$ cat src/rtl/estacao_reserva.sv
// estacao_reserva -- four-entry reservation station for one functional unit.
//
// Instructions are issued with their operand values or with the producer
// tags they still wait on. Pending operands are captured from the result
// broadcast bus (CDB). Entries with all operands available are dispatched
// to the functional unit one at a time, lowest index first. Dispatch pulses
// are never back to back, because the unit takes a cycle to lower its
// availability flag.
//
// Optional feature (macro RS_WAKEUP_BYPASS_EN):
//   defined   -> an entry whose last pending operand is broadcast this cycle
//                may dispatch in the same cycle; cdb_data is forwarded
//                straight to the dispatch outputs.
//   undefined -> only READY entries dispatch; wakeup costs one extra cycle.
//
// Ports:
//   clock, resetn                    system clock, async active-low reset
//   issue_valid / issue_ready        issue handshake (ready is combinational)
//   issue_instr, issue_tag           instruction (opcode in [3:0]) and result tag
//   issue_vj/vk, issue_qj/qk         operand values and producer tags
//   issue_qj_valid/qk_valid          1 = operand still pending on qj/qk
//   cdb_valid, cdb_tag, cdb_data     result broadcast
//   uf_disponivel                    functional unit available
//   uf_instruct                      registered one-cycle dispatch pulse
//   uf_instruction, uf_code          dispatched instruction and tag
//   uf_reg2, uf_reg1                 dispatched Vj and Vk (sub computes Vj-Vk)
//   occupancy                        number of non-FREE entries, 0..4
//
// Entry states:
//   state     | meaning
//   ENT_FREE  | slot empty, available for issue
//   ENT_WAIT  | holds an instruction with at least one pending operand
//   ENT_READY | all operands valid, waiting for dispatch

module estacao_reserva (
    input  logic        clock,
    input  logic        resetn,
    input  logic        issue_valid,
    output logic        issue_ready,
    input  logic [15:0] issue_instr,
    input  logic [2:0]  issue_tag,
    input  logic [15:0] issue_vj,
    input  logic [15:0] issue_vk,
    input  logic [2:0]  issue_qj,
    input  logic [2:0]  issue_qk,
    input  logic        issue_qj_valid,
    input  logic        issue_qk_valid,
    input  logic        cdb_valid,
    input  logic [2:0]  cdb_tag,
    input  logic [15:0] cdb_data,
    input  logic        uf_disponivel,
    output logic        uf_instruct,
    output logic [15:0] uf_instruction,
    output logic [2:0]  uf_code,
    output logic [15:0] uf_reg2,
    output logic [15:0] uf_reg1,
    output logic [2:0]  occupancy
);

    localparam int NUM_ENT = 4;

    typedef enum logic [1:0] {
        ENT_FREE  = 2'd0,
        ENT_WAIT  = 2'd1,
        ENT_READY = 2'd2
    } ent_state_t;

    typedef struct packed {
        ent_state_t  state;
        logic [15:0] instr;
        logic [2:0]  tag;
        logic [15:0] vj;
        logic [15:0] vk;
        logic [2:0]  qj;
        logic [2:0]  qk;
        logic        pj;
        logic        pk;
    } entry_t;

    entry_t ent_q [NUM_ENT];
    entry_t ent_d [NUM_ENT];

    logic [NUM_ENT-1:0] free_vec;
    logic [NUM_ENT-1:0] elig;
    logic [NUM_ENT-1:0] wake_j;
    logic [NUM_ENT-1:0] wake_k;
    logic [1:0]         issue_sel;
    logic [1:0]         disp_sel;
    logic               issue_go;
    logic               disp_go;
    logic               iss_wake_j;
    logic               iss_wake_k;
    logic [15:0]        disp_vj;
    logic [15:0]        disp_vk;

    // Wakeup, eligibility and lowest-index selection, all from pre-edge state.
    // Iterating downwards leaves the lowest matching index in the selectors.
    always_comb begin
        free_vec  = '0;
        elig      = '0;
        wake_j    = '0;
        wake_k    = '0;
        issue_sel = '0;
        disp_sel  = '0;
        for (int i = NUM_ENT - 1; i >= 0; i--) begin
            free_vec[i] = (ent_q[i].state == ENT_FREE);
            wake_j[i]   = ent_q[i].pj && cdb_valid && (ent_q[i].qj == cdb_tag);
            wake_k[i]   = ent_q[i].pk && cdb_valid && (ent_q[i].qk == cdb_tag);
`ifdef RS_WAKEUP_BYPASS_EN
            elig[i] = (ent_q[i].state == ENT_READY) ||
                      ((ent_q[i].state == ENT_WAIT) &&
                       (!ent_q[i].pj || wake_j[i]) &&
                       (!ent_q[i].pk || wake_k[i]));
`else
            elig[i] = (ent_q[i].state == ENT_READY);
`endif
            if (free_vec[i]) issue_sel = 2'(i);
            if (elig[i])     disp_sel  = 2'(i);
        end
        issue_ready = |free_vec;
        issue_go    = issue_valid && issue_ready;
        // The previous pulse masks this cycle: the unit's availability flag
        // lags the pulse by one cycle.
        disp_go     = uf_disponivel && !uf_instruct && (|elig);
    end

    // Operand values for the dispatched entry.
    always_comb begin
        disp_vj = ent_q[disp_sel].vj;
        disp_vk = ent_q[disp_sel].vk;
`ifdef RS_WAKEUP_BYPASS_EN
        if (wake_j[disp_sel]) disp_vj = cdb_data;
        if (wake_k[disp_sel]) disp_vk = cdb_data;
`endif
    end

    // Per-entry next state: CDB capture, dispatch release, issue load.
    // Dispatch and issue never hit the same entry (dispatch needs a non-FREE
    // entry, issue a FREE one), so their order here does not matter.
    always_comb begin
        iss_wake_j = issue_qj_valid && cdb_valid && (issue_qj == cdb_tag);
        iss_wake_k = issue_qk_valid && cdb_valid && (issue_qk == cdb_tag);
        for (int i = 0; i < NUM_ENT; i++) begin
            ent_d[i] = ent_q[i];
            if (ent_q[i].state == ENT_WAIT) begin
                if (wake_j[i]) begin
                    ent_d[i].vj = cdb_data;
                    ent_d[i].pj = 1'b0;
                end
                if (wake_k[i]) begin
                    ent_d[i].vk = cdb_data;
                    ent_d[i].pk = 1'b0;
                end
                if (!ent_d[i].pj && !ent_d[i].pk) begin
                    ent_d[i].state = ENT_READY;
                end
            end
            if (disp_go && (disp_sel == 2'(i))) begin
                ent_d[i].state = ENT_FREE;
                ent_d[i].pj    = 1'b0;
                ent_d[i].pk    = 1'b0;
            end
            if (issue_go && (issue_sel == 2'(i))) begin
                ent_d[i].instr = issue_instr;
                ent_d[i].tag   = issue_tag;
                ent_d[i].qj    = issue_qj;
                ent_d[i].qk    = issue_qk;
                // A same-cycle broadcast of the producer wins over issue_v*.
                ent_d[i].vj    = iss_wake_j ? cdb_data : issue_vj;
                ent_d[i].vk    = iss_wake_k ? cdb_data : issue_vk;
                ent_d[i].pj    = issue_qj_valid && !iss_wake_j;
                ent_d[i].pk    = issue_qk_valid && !iss_wake_k;
                ent_d[i].state = (ent_d[i].pj || ent_d[i].pk) ? ENT_WAIT : ENT_READY;
            end
        end
    end

    always_ff @(posedge clock or negedge resetn) begin
        if (!resetn) begin
            for (int i = 0; i < NUM_ENT; i++) begin
                ent_q[i] <= '0;
            end
        end else begin
            for (int i = 0; i < NUM_ENT; i++) begin
                ent_q[i] <= ent_d[i];
            end
        end
    end

    always_ff @(posedge clock or negedge resetn) begin
        if (!resetn) begin
            uf_instruct    <= 1'b0;
            uf_instruction <= '0;
            uf_code        <= '0;
            uf_reg2        <= '0;
            uf_reg1        <= '0;
            occupancy      <= '0;
        end else begin
            uf_instruct <= disp_go;
            if (disp_go) begin
                uf_instruction <= ent_q[disp_sel].instr;
                uf_code        <= ent_q[disp_sel].tag;
                uf_reg2        <= disp_vj;
                uf_reg1        <= disp_vk;
            end
            occupancy <= occupancy + 3'(issue_go) - 3'(disp_go);
        end
    end

endmodule

$ cat config.mk
export PLATFORM = sky130hd
export DESIGN_NAME = estacao_reserva
export DESIGN_NICKNAME = d
export VERILOG_FILES = /design/src/rtl/estacao_reserva.sv
export SDC_FILE = /design/constraint.sdc
export NUM_CORES = 1
export LEC_CHECK = 0
export CAP_MARGIN = 5
export CORE_UTILIZATION = 35
export DETAILED_ROUTE_END_ITERATION = 10
export HOLD_SLACK_MARGIN = 0.08
export RECOVER_POWER = 100
export SYNTH_ARGS = -nofsm -noshare
export SYNTH_HDL_FRONTEND = slang
export SYNTH_SLANG_ARGS = --single-unit
$ cat constraint.sdc
create_clock -name clock -period 7.4 [get_ports clock]
set_input_delay 1.11 -clock clock [delete_from_list [all_inputs] [get_ports clock]]
set_output_delay 1.11 -clock clock [all_outputs]
set_load 0.01 [all_outputs]
==> flow_summary.ini, run 1 <==
[power_and_ir_drop]
power.density_nw_per_um2 = 465
p_leak_nw = 7.46
finalPower_w = 0.00788
ir_worst_vdd_mv = 0.183

[run_status]
violations = capacitance limit, slew limit
outcome = complete, but fails checks

[detailed_routing]
num_vias = 12208
viasPerCell = 5.59
wirelength_um = 45900
drt_iter0_drc = 1185
ant_nets = 0
route.detailed.drc = 0
first_pass_iters = 5
avgRoutedWirePerCell_um = 21.0

[logic_synthesis]
yosys_warnings = 0
ys_seq_area_share_pct = 52.2
synth_most_common_cell = nand2_1
ys_types = 63
synth_edf_count = 0
synth_top_area_share_pct = 52.2
synth_ff_type = dfrtp_1
async_reset_ff_share_pct = 100
synth_top_area_cell = dfrtp_1
syn_inst = 1562
synth_seq_cells = 299
netlist_area_sq_um = 14300
mappedNetlistNets = 1648
synth_commonest_cells = 323 x nand2_1, 299 x dfrtp_1, 258 x nor2_1
syn_area_per_cell_sq_um = 9.18
synth_area_leaders = dfrtp_1 52%, nand2_1 8.5%, nor2_1 6.8%

[timing]
fin_setup_tns_ps = 0
slew_headroom_pct = -110
final_max_slew_viol_count = 252
min_period_over_period_pct = 71.1
tightest_slew_ps = 3140
setup_viol = 0
finalCriticalPeriod_ps = 5260
hold_violations = 0
fmax_mhz = 190
fin_worst_skew_ps = 33.7
rsz0062_at_grt = no

[placement]
gp_congestion = 0.855
io_buffer_count = 138
dp.final_hpwl_um = 28400
dpl.cell_count = 2125

[global_route]
grt_max_degree = 116
grt_pass1_vias = 12090
grt_usage_pct = 22.3
grt-ovfl-total = 0
antenna_found_initial = 1
grt_pass1_wl_um = 72100

[setup_path]
arrival_ps = 5700
startpoint_type = flip-flop
critPathCaptureType = flip-flop
crit_type = reg -> reg
cp.required_ps = 7850
worst-path-max-fanout = 56

[clock_tree]
clock_latency_ps = 540
cts_resized = 0
clkTransAtPathRegs_ps = 60
hold_buffers = 0
cts_buffers = 34
htreeDepth = 2
tritoncts = built
clk_path_buf_depth = 3
clockRootBuffer = clkbuf_16
cts.sinks = 299
postCtsSetupRepairBufs = 0

[floorplan]
row_count = 73
fp.dieArea_sq_um = 41800
initial_utilization_pct = 35.7
ios = 139
coreArea_sq_um = 40100
dieHeight_um = 204
fp.dieW_um = 204

[final_layout]
finalNonFillerCells = 2184
drive_above_1_share_pct = 8.15
synthToLayoutAreaGrowth_pct = 18.2
final_nets = 1722

[flow_run]
max-cap-violations = 8

[min_path]
min_path_type = reg -> reg
[cells by family after synthesis]
kind of cell | Yosys count | share of synthesized area, %
DFF | 299 | 52.2
muxes | 64 | 5.55
and+or+nand+nor | 681 | 19.4
adders and majority gates | 3 | 0.314
AOI/OAI and AO/OA | 351 | 16.0
buffers and inverters | 132 | 4.56
xor gates and xnor gates | 32 | 1.96
[per-layer routing]
layer,track usage [%],up-vias,part of all wire [%]
met2,36.0,523,46
li1,-,5515,-
met4,7.62,0,2.7
met3,3.56,75,7.1
met5,0,-,0
met1,30.4,6095,44
[path summary, 6_finish.rpt]
check                           startpoint            endpoint  slack [ps]  cells past startpoint
min in group asynchronous           resetn          uf_reg1[0]         610                      1
max in group asynchronous           resetn         uf_reg2[12]        4070                      2
worst max-delay path            ent_q[242]  uf_instruction[15]        2140                      6
worst min register to register  ent_q[232]          ent_q[232]         470                      2
worst max register to register  ent_q[242]  uf_instruction[15]        2140                      6
worst min-delay path            ent_q[232]          ent_q[232]         470                      2
[worst max-delay path, stage by stage (launching register included)]
cell      delay [ps]
dfrtp_1          520
nand2b_1        2310
nand2_1          540
nor2_4           890
buf_4            530
a22oi_1          160
a31oi_1          190
[state kept, by name, indices dropped and copies added, names as in the netlist]
name / count
occupancy: 3
uf_reg2: 16
uf_instruction: 16
uf_instruct: 1
uf_code: 3
ent_q: 244
uf_reg1: 16
[layout by cell type, fill, tap and decap left out, types with 3 or more instances in the layout]
master           count
a22oi_1             54
nand2b_1             7
nor4_1               6
xor2_1              25
clkdlybuf4s50_1     79
clkbuf_1            18
buf_4               17
or4_1                5
mux2_4              11
clkbuf_8             4
xnor2_1              7
o21ai_0             61
dlygate4sd3_1       58
a21o_1              54
o22ai_1             98
clkbuf_16           34
nand4_1              3
dfrtp_1            299
nand3_1             54
a21oi_1             10
a31oi_1             52
nor2b_1              6
nand2_1            323
clkinv_2             6
mux2_1               9
mux2_2              44
inv_1                7
nor2_1             256
[cell type report]
| class | count | area (sq um) |
|---|---|---|
| flip-flops and latches | 299 | 7480 |
| diodes | 2 | 5.00 |
| clock inverters | 9 | 63.8 |
| clock buffers | 48 | 943 |
| inverters | 7 | 26.3 |
| multi-input cells | 1131 | 6220 |
| repair buffers | 163 | 1540 |
| fillers | 3933 | 23200 |
| well taps | 525 | 657 |
[through the flow]
step | instance area [sq um] | hold slack, ps | util [%] | setup slack [ps]
4_1_cts | 17000 | 470 | 42.5 | 3760
3_3_place_gp | 16000 | 451 | 40.0 | 3260
6_report | 16900 | 469 | 42.3 | 2140
2_1_floorplan | 14300 | 439 | - | 4280
3_5_place_dp | 16000 | 456 | 40.0 | 3230
5_1_grt | 16900 | 487 | 42.2 | 2000
[power by group]
part	leakage (nW)	internal [W]	switching [W]
clock	0.499	0.000890	0.000683
combinational	3.40	0.00135	0.00202
sequential	3.57	0.00244	0.000499
Power figures use the tool's default switching activity.
==> run 2, diff against run 1 <==
Clock period 7.4 ns to 5.4 ns, I/O delays scaled along.
==> run 2 against run 1 <==
Against the previous run:
- the run still ends with capacitance limit, slew limit left
- sequential power up 37%
- critical path type is now in -> reg
- largest power group unchanged
- flip-flop and latch count unchanged
- register-to-register slack worse by 590 ps
- critical endpoint is now ent_q[158]
==> flow_summary.ini, run 2 (same netlist as run 1, synthesis figures left out) <==
[placement]
gp_congestion = 0.831
dp.final_hpwl_um = 28800
io_buffer_count = 138
dpl.cell_count = 2130

[run_status]
outcome = complete, but fails checks
violations = capacitance limit, slew limit

[power_and_ir_drop]
p_leak_nw = 7.57
power.share.combinational_pct = 42.1
power.density_nw_per_um2 = 644
p_sw_w = 0.00440
swShare_pct = 40.0
power_frac_clock_pct = 21.4
seq_power_share_pct = 36.5
internal_power_w = 0.00661
ir_worst_vdd_mv = 0.232

[detailed_routing]
num_vias = 12278
wirelength_um = 46500
first_pass_iters = 5
viasPerCell = 5.61
avgRoutedWirePerCell_um = 21.2
ant_nets = 0
route.detailed.drc = 0
drt_iter0_drc = 1132

[final_layout]
finalNonFillerCells = 2188
synthToLayoutAreaGrowth_pct = 19.3
largest_reg_flops = 244
final_nets = 1728
regMostFlops = ent_q
final_cell_mix = 323 x nand2_1, 299 x dfrtp_1, 256 x nor2_1
drive_above_1_share_pct = 8.90
final_common_cell = nand2_1
diodes = 0

[clock_tree]
htreeDepth = 2
clock_latency_ps = 520
tritoncts = built
cts_buffers = 35
clk_path_buf_depth = 3
cts.sinks = 299
hold_buffers = 0
cts_resized = 0
clockRootBuffer = clkbuf_16
clkTransAtPathRegs_ps = 60
postCtsSetupRepairBufs = 0

[setup_path]
critPathCaptureType = flip-flop
startpoint_type = input pin
crit_type = in -> reg
worst-path-max-fanout = 29
reg2reg_slack_ps = 1550
arrival_ps = 4540
cp.required_ps = 5830

[global_route]
grt_usage_pct = 22.5
grt-ovfl-total = 0
antenna_found_initial = 2
grt_pass1_wl_um = 72400
grt_max_degree = 126
grt_pass1_vias = 12154

[floorplan]
coreArea_sq_um = 40100
fp.dieArea_sq_um = 41800
dieHeight_um = 204
fp.dieW_um = 204
row_count = 73
ios = 139
initial_utilization_pct = 35.7

[timing]
fmax_mhz = 243
worst_hold_slack_ps = 468
fin_worst_skew_ps = 26.2
tightest_slew_ps = 3350
slew_headroom_pct = -123
final_max_slew_viol_count = 211
finalCriticalPeriod_ps = 4120
rsz0062_at_grt = no
min_period_over_period_pct = 76.2
hold_violations = 0
fin_setup_tns_ps = 0
setup_viol = 0

[flow_run]
max-cap-violations = 4

[min_path]
min_path_type = reg -> reg
==> run 2: cell types whose count changed in the layout (fill, tap and decap cells not counted), sizes merged <==
cell,delta
buf,+7
bufinv,+3
clkbuf,-3
diode,-2
clkinv,-1
==> run 2: metal layers <==
metal	track usage [%]	routed length (um)	up-vias
met2	36.0	21400	547
met4	7.92	1320	0
met1	30.4	20100	6085
li1	-	-	5543
met5	0	0	-
met3	4.03	3630	103
==> run 2: stage by stage <==
stage / area [sq um] / power (W) / util, % / worst slack, ps
after global routing: 17100 / 0.0118 / 42.6 / 975
after CTS: 17200 / 0.0112 / 42.9 / 2040
after floorplan: 14300 / 0.00695 / - / 2580
final: 17100 / 0.0110 / 42.6 / 1280
after global placement: 16100 / 0.00865 / 40.1 / 1670
after detailed placement: 16100 / 0.00878 / 40.1 / 1620
==> run 2: final timing paths <==
kind,start,to,cells past startpoint
setup / recovery,issue_valid,ent_q[158],6
hold / removal,ent_q[227],ent_q[227],2
setup reg to reg,ent_q[242],uf_instruction[8],5
hold reg to reg,ent_q[227],ent_q[227],2
max in group asynchronous,resetn,ent_q[216],2
min in group asynchronous,resetn,ent_q[191],1
==> run 2: cell type report <==
type	count	area (sq um)
flip-flops and latches	299	7480
clock inverters	11	138
repair buffers	168	1600
fillers	3921	23000
inverters	7	26.3
multi-input cells	1131	6220
clock buffers	47	981
well taps	525	657
==> run 2: worst max-delay path, stage by stage <==
cell           delay [ps]
dlygate4sd3_1         670
and3b_1               220
clkbuf_1             1320
or2_0                1120
o22ai_1               230
nor2_1                150
==> run 2: power by group through the flow <==
stage | clock (W) | combinational [W] | sequential [W]
6_report | 0.00236 | 0.00463 | 0.00402
2_1_floorplan | 0 | 0.00302 | 0.00393
4_1_cts | 0.00240 | 0.00475 | 0.00403
5_1_grt | 0.00249 | 0.00512 | 0.00415
3_3_place_gp | 0 | 0.00462 | 0.00402
3_5_place_dp | 0 | 0.00473 | 0.00405
